==> config.mk <==
export PLATFORM = sky130hd
export DESIGN_NAME = cordic_hyp_rsp_queue_flat
export DESIGN_NICKNAME = d
export VERILOG_FILES = /design/src/rtl/cordic_hyp_rsp_queue_if.sv /design/src/rtl/cordic_hyp_rsp_queue.sv /design/src/flat_wrapper.sv
export SDC_FILE = /design/constraint.sdc
export NUM_CORES = 1
export LEC_CHECK = 0
export ABC_CLOCK_PERIOD_IN_PS = 3100
export CORE_MARGIN = 1
export CORE_UTILIZATION = 55
export DETAILED_ROUTE_END_ITERATION = 10
export DONT_BUFFER_PORTS = 1
export GPL_ROUTABILITY_DRIVEN = 1
export PLACE_DENSITY = 0.7
export SLEW_MARGIN = 40
export SYNTH_ARGS = -nofsm -noshare
export SYNTH_HDL_FRONTEND = slang
export SYNTH_SLANG_ARGS = --single-unit
==> constraint.sdc <==
create_clock -name clk -period 3.1 [get_ports clk]
set_clock_uncertainty 0.1 [all_clocks]
set_input_delay 0.155 -clock clk [delete_from_list [all_inputs] [get_ports clk]]
set_output_delay 0.155 -clock clk [all_outputs]
set_load 0.005 [all_outputs]
==> src/rtl/cordic_hyp_rsp_queue_if.sv <==
// Request/response handshake bundle for cordic_hyp_rsp_queue.
// The master drives requests and accepts responses; the slave is the queue.
interface cordic_hyp_rsp_queue_if #(parameter int W = 12);
    logic           req_valid;
    logic           req_ready;
    logic           req_func;
    logic [2*W-1:0] req_a;
    logic           rsp_valid;
    logic           rsp_ready;
    logic [2*W-1:0] rsp_f;
    logic           rsp_func;

    modport master (
        output req_valid, req_func, req_a, rsp_ready,
        input  req_ready, rsp_valid, rsp_f, rsp_func
    );

    modport slave (
        input  req_valid, req_func, req_a, rsp_ready,
        output req_ready, rsp_valid, rsp_f, rsp_func
    );
endinterface

==> src/rtl/cordic_hyp_rsp_queue.sv <==
// Flow-control shell around cordic_hyp: reserves a result slot per issued op so results never drop.
// Optional CORDIC_RSP_QUEUE_STATS_EN adds saturating stat_issued / stat_stall counters.
module cordic_hyp_rsp_queue #(
    parameter int W     = 12,
    parameter int DEPTH = 4,
    parameter int AW    = 2
) (
    input  logic                 clk,
    input  logic                 rst_n,
    cordic_hyp_rsp_queue_if.slave bus,
    output logic                 core_start,
    output logic                 core_func,
    output logic [2*W-1:0]       core_a,
    input  logic                 core_valid,
    input  logic [2*W-1:0]       core_f,
    output logic                 err
`ifdef CORDIC_RSP_QUEUE_STATS_EN
    ,
    output logic [15:0]          stat_issued,
    output logic [15:0]          stat_stall
`endif
);

    logic [AW:0]    tptr, dptr, rptr;
    logic [AW:0]    cnt, pend;
    logic           full, fire, cap, pop;
    logic           func_mem [DEPTH];
    logic [2*W-1:0] f_mem    [DEPTH];

    assign cnt  = tptr - rptr;
    assign pend = tptr - dptr;
    assign full = (cnt == (AW+1)'(DEPTH));

    // Readiness depends only on registered pointers, so a pop never bypasses into a full queue.
    assign bus.req_ready = !full;
    assign fire          = bus.req_valid & !full;
    assign cap           = core_valid & (pend != '0);
    assign pop           = bus.rsp_valid & bus.rsp_ready;

    assign core_start = fire;
    assign core_func  = bus.req_func;
    assign core_a     = bus.req_a;

    assign bus.rsp_valid = (dptr != rptr);
    assign bus.rsp_f     = f_mem[rptr[AW-1:0]];
    assign bus.rsp_func  = func_mem[rptr[AW-1:0]];

    always_ff @(posedge clk or negedge rst_n) begin
        if (!rst_n) begin
            tptr <= '0;
            dptr <= '0;
            rptr <= '0;
            err  <= 1'b0;
        end else begin
            if (fire) tptr <= tptr + 1'b1;
            if (cap)  dptr <= dptr + 1'b1;
            if (pop)  rptr <= rptr + 1'b1;
            if (core_valid && pend == '0) err <= 1'b1;
        end
    end

    // Slot storage is deliberately left unreset; pointers alone define validity.
    always_ff @(posedge clk) begin
        if (fire) func_mem[tptr[AW-1:0]] <= bus.req_func;
        if (cap)  f_mem[dptr[AW-1:0]]    <= core_f;
    end

`ifdef CORDIC_RSP_QUEUE_STATS_EN
    always_ff @(posedge clk or negedge rst_n) begin
        if (!rst_n) begin
            stat_issued <= '0;
            stat_stall  <= '0;
        end else begin
            if (fire && stat_issued != 16'hFFFF)
                stat_issued <= stat_issued + 16'd1;
            if (bus.req_valid && full && stat_stall != 16'hFFFF)
                stat_stall <= stat_stall + 16'd1;
        end
    end
`endif

endmodule

==> src/flat_wrapper.sv <==
// flat-port wrapper written by rule: the top's interface ports become plain ports
module cordic_hyp_rsp_queue_flat 
#(
    parameter int W     = 12,
    parameter int DEPTH = 4,
    parameter int AW    = 2
)
  (clk, rst_n, core_start, core_func, core_a, core_valid, core_f, err, bus_req_valid, bus_req_func, bus_req_a, bus_rsp_ready, bus_req_ready, bus_rsp_valid, bus_rsp_f, bus_rsp_func);
  cordic_hyp_rsp_queue_if #(.W(W)) bus_i ();
  input  logic clk;
  input  logic rst_n;
  output logic core_start;
  output logic core_func;
  output logic [2*W-1:0] core_a;
  input  logic core_valid;
  input  logic [2*W-1:0] core_f;
  output logic err;
  input wire logic [$bits(bus_i.req_valid)-1:0] bus_req_valid;
  input wire logic [$bits(bus_i.req_func)-1:0] bus_req_func;
  input wire logic [$bits(bus_i.req_a)-1:0] bus_req_a;
  input wire logic [$bits(bus_i.rsp_ready)-1:0] bus_rsp_ready;
  output wire logic [$bits(bus_i.req_ready)-1:0] bus_req_ready;
  output wire logic [$bits(bus_i.rsp_valid)-1:0] bus_rsp_valid;
  output wire logic [$bits(bus_i.rsp_f)-1:0] bus_rsp_f;
  output wire logic [$bits(bus_i.rsp_func)-1:0] bus_rsp_func;
  assign bus_i.req_valid = bus_req_valid;
  assign bus_i.req_func = bus_req_func;
  assign bus_i.req_a = bus_req_a;
  assign bus_i.rsp_ready = bus_rsp_ready;
  assign bus_req_ready = bus_i.req_ready;
  assign bus_rsp_valid = bus_i.rsp_valid;
  assign bus_rsp_f = bus_i.rsp_f;
  assign bus_rsp_func = bus_i.rsp_func;
  cordic_hyp_rsp_queue #(.W(W), .DEPTH(DEPTH), .AW(AW)) u_core (.clk(clk), .rst_n(rst_n), .bus(bus_i), .core_start(core_start), .core_func(core_func), .core_a(core_a), .core_valid(core_valid), .core_f(core_f), .err(err));
endmodule
# After elaboration in Yosys (flattened, before gate mapping)
# Memories as Yosys holds them, arrays and structs flattened.
# Index checks and enable logic that the tools add are counted.
# totals
in_bits,54
n_memories,2
wordCells,24
ff_bits,10
output_inout_bits,54
ram_bits,100
# op_classes
eq_ne,2
add_sub_neg,5
n_mux,4
bitwise,3
reduce_logical,4
# mem_list
memory,depth,width,rd,rd_ports_with_merged_regs,wr,line_no,source
u_core.f_mem,4,24,1,0,1,cordic_hyp_rsp_queue.sv:28,logic [2*W-1:0] f_mem [DEPTH];
u_core.func_mem,4,1,1,0,1,cordic_hyp_rsp_queue.sv:27,logic func_mem [DEPTH];
# ops
operator,count
$add A3 B1 Y3 const B,3
$sub A3 B3 Y3,2
$mux W1,4
$and A1 B1 Y1,3
$eq A3 B3 Y1 const B,1
$logic_not A3 Y1,1
$ne A3 B3 Y1,1
$reduce_bool A3 Y1,1
$logic_and A1 B1 Y1,1
$logic_not A1 Y1,1

# Logic depth before layout (Yosys ltp)
# depth
ltp_word,6
ltp_mapped,8
depth_no_buf,6

# Worst setup path before layout
# No wires, ideal clock.
# synth_path
kind,flip-flop to flip-flop
from,register u_core.tptr[0]
to,memory u_core.f_mem[3][0] in the netlist's numbering (enable)
n_path_buf,0
t_arrival_ps,2320
required_ps,2577
setup_time_ps,423
period_less_slack_ps,2843
setup_slack_ps,257
path_stages_with_launch,6
path_cell_list,dfrtp_1 > inv_1 > ha_1 > nor2b_1 > xnor2_1 > a31oi_1
# synth_between
elab_chain_cells,5
# synth_lines
item,line_no,source
from (decl),cordic_hyp_rsp_queue.sv:24,"logic [AW:0] tptr, dptr, rptr;"
from (signal assigned),cordic_hyp_rsp_queue.sv:55,if (fire) tptr <= tptr + 1'b1;
$sub A3 B3 Y3,cordic_hyp_rsp_queue.sv:31,assign pend = tptr - dptr;
$reduce_bool A3 Y1,cordic_hyp_rsp_queue.sv:37,assign cap = core_valid & (pend != '0);
$and A1 B1 Y1,cordic_hyp_rsp_queue.sv:37,
$mux W1,cordic_hyp_rsp_queue.sv:65,if (cap) f_mem[dptr[AW-1:0]] <= core_f;
$mux W1 (implied by the code),cordic_hyp_rsp_queue.sv:65,
to (decl),cordic_hyp_rsp_queue.sv:28,
# No other way between the ends.

# Final worst setup path
# layout_path
from,register u_core.tptr[0]
to,memory u_core.f_mem[1][11] in the netlist's numbering (enable)
# The elaborated chain is that of the path after synthesis.

==> flow_summary.json <==
{
  "avgRoutedWirePerCell_um": 21.22,
  "synth_area_leaders": "edfxtp_1, mux4_2, dfrtp_1",
  "p_switching_uw": 1468,
  "ys_types": 22,
  "dpl.hpwl_um": 4596,
  "cp_top_family": "buffers and inverters",
  "grt_pass1_vias": 2174,
  "via_per_inst": 5.740,
  "postCtsSetupBuffers": 0,
  "syn_area_per_cell_um2": 20.47,
  "nets": 303,
  "max_cap_violations": 0,
  "synthArstFlopShare": 0.09091,
  "rsz0062_at_grt": "false",
  "yosys_warnings": 0,
  "layout-drive-gt1-share": 0.2292,
  "fin_crit_ns": 2.394,
  "drtIter0Drc": 102,
  "htreeDepth": 3,
  "crit_arrival_ns": 2.31,
  "grt_pass1_wl_um": 11390,
  "period_share": 0.7724,
  "portBuffers": 0,
  "run_status": "completed",
  "crit_cells": 7,
  "ir_drop_mv": 0.5561,
  "yosysMostFrequentCell": "edfxtp_1",
  "design_power_total_uw": 4513,
  "cp.buffers_inverters": 2,
  "cp_slowest_cell": "dfrtp_1",
  "io_pins": 108,
  "startpoint_type": "register",
  "antenna_found_initial": 0,
  "die_area_mm2": 0.008592,
  "cp-end-kind": "register",
  "clkPwrFrac": 0.164,
  "max_stage_delay_ns": 0.42,
  "ff2ff_path_depth": 7,
  "vias": 1963,
  "cp.required_ns": 3.02,
  "synth_flop_cell": "edfxtp_1",
  "cp_cell_sequence": "inv_1 -> ha_1 -> nor2b_1 -> xnor2_1 -> a31oi_4 -> and2_1 -> buf_4",
  "max-slew-margin-rel": 0.6449,
  "leakage_uw": 0.001662,
  "drc": 0,
  "synth.largest_area_cell": "edfxtp_1",
  "clock_latency_ns": 0.35,
  "synth_fp_nets": 288,
  "r2r_start": "u_core.tptr[0]",
  "fin_tns_setup_ns": 0,
  "rows": 32,
  "yosysSeqAreaShare": 0.7190,
  "p_seq_frac": 0.494,
  "initial_core_util": 0.5765,
  "syn_area_mm2": 0.004524,
  "syn_to_final_growth_pct": 9.486,
  "synth_edf_count": 100,
  "grt_overflow_total": 0,
  "clk_pin_slew_ns": 0.10,
  "p_int_uw": 3045,
  "cts_tree": "yes",
  "synthCells": 221,
  "routabilityCongestion": 0.8215,
  "synth_common_cells": "edfxtp_1, buf_4, mux4_2",
  "crit_path_max_fanout": 24,
  "chipHeight_um": 92.70,
  "ctsHoldBuffers": 29,
  "clockBufferDepth": 2,
  "crit_type": "reg -> reg",
  "r2r_slack_ns": 0.71,
  "power_density_mw_per_mm2": 911.1,
  "ys_ff_latch": 110,
  "postLayoutCoreUtil": 0.6312,
  "rr_endpoint": "u_core.f_mem[1][11]",
  "drtAntennaViolNets": 0,
  "die_w_um": 92.70,
  "core_area_mm2": 0.007848,
  "synth_top_area_share": 0.6637,
  "cts_made_buffers": 9,
  "grt_max_degree": 29,
  "slew_viol_final": 0,
  "placedCellCount": 298,
  "worst_pin_slew_ns": 0.5288,
  "num_antenna_cells": 0,
  "grt_usage": 0.1833,
  "hold_class": "in -> async",
  "finalWirelength_um": 7256,
  "cts_resized": 0,
  "hold_ws_ns": 0.07609,
  "switching_share": 0.3253,
  "power_frac_comb": 0.342,
  "setup_viol": 0,
  "fin_cells": 342,
  "hold_violations": 0,
  "fmax_mhz": 417.7,
  "first_pass_iters": 4,
  "clkSinkCount": 110,
  "cts_root_buf": "clkbuf_8"
}
==> layer usage <==
| layer | wire length (um) | vias to the layer above | track usage |
|---|---|---|---|
| met5 | 0 | - | 0 |
| met4 | 114 | 0 | 0.08333 |
| met3 | 415 | 9 | 0.04926 |
| met2 | 3679 | 71 | 0.3012 |
| met1 | 3047 | 1018 | 0.2292 |
| li1 | - | 865 | - |
==> placed cells by master (no fill, tap or decap), drive strengths merged, types with 4 or more instances in the layout <==
cell / synthesis / final
edfxtp: 100 / 100
dlygate4sd3: 0 / 29
mux4: 25 / 25
ha: 13 / 13
clkbuf: 1 / 11
xnor2: 10 / 10
dfrtp: 10 / 10
inv: 7 / 8
buf: 30 / 6
and2: 6 / 6
a31oi: 4 / 4
==> kinds of logic after synthesis <==
kind of cell / synth area share
AOI/OAI and AO/OA: 0.01438
xor gates and xnor gates: 0.02683
and+or+nand+nor: 0.01770
DFF: 0.7190
muxes: 0.1327
adders and majority gates: 0.03595
buffers and inverters: 0.05337
==> state kept, by name (all words and copies together) (netlist names) <==
register / flops
u_core.err: 1
u_core.func_mem: 4
u_core.tptr: 3
u_core.dptr: 3
u_core.f_mem: 96
u_core.rptr: 3
==> per-stage QoR <==
step           worst slack [ns]  cell area, um^2
2_1_floorplan            0.2573             4524
3_3_place_gp             0.8955             4498
3_5_place_dp             0.7162             4498
4_1_cts                  0.6985             4954
5_1_grt                  0.5688             4954
6_report                 0.7056             4954
==> power by group through the flow <==
stage	Combinational [uW]	Clock [uW]	Sequential, uW
6_report	1540	738	2230
5_1_grt	1690	813	2270
4_1_cts	1570	751	2240
3_5_place_dp	1520	0	2270
3_3_place_gp	1450	0	2240
2_1_floorplan	1240	0	2170
==> layout make-up <==
cell class | count | area (um^2)
timing repair buffer | 35 | 335.3
sequential | 110 | 3254
multi-input combinational | 73 | 1045
inverter | 7 | 26.28
tap | 102 | 127.6
fill | 554 | 2894
clock buffer | 11 | 131.4
clock inverter | 4 | 33.78
==> worst max path at each step <==
stage,from,endpoint,slack (ns)
6_report,u_core.tptr[0],u_core.f_mem[1][11],0.71
2_1_floorplan,u_core.tptr[0],u_core.f_mem[3][0],0.26
5_1_grt,u_core.tptr[0],u_core.f_mem[0][13],0.57
4_1_cts,u_core.tptr[0],u_core.f_mem[1][23],0.70
3_3_place_gp,u_core.tptr[0],u_core.f_mem[0][19],0.90
3_5_place_dp,u_core.tptr[0],u_core.f_mem[1][19],0.72
==> worst reg2reg max path: stages, from the launching register on <==
cell and delay (ns):
dfrtp_1 0.42, inv_1 0.18, ha_1 0.17, nor2b_1 0.19, xnor2_1 0.20, a31oi_4 0.29, and2_1 0.16, buf_4 0.34
No activity file was read; power rests on OpenSTA's default activity.
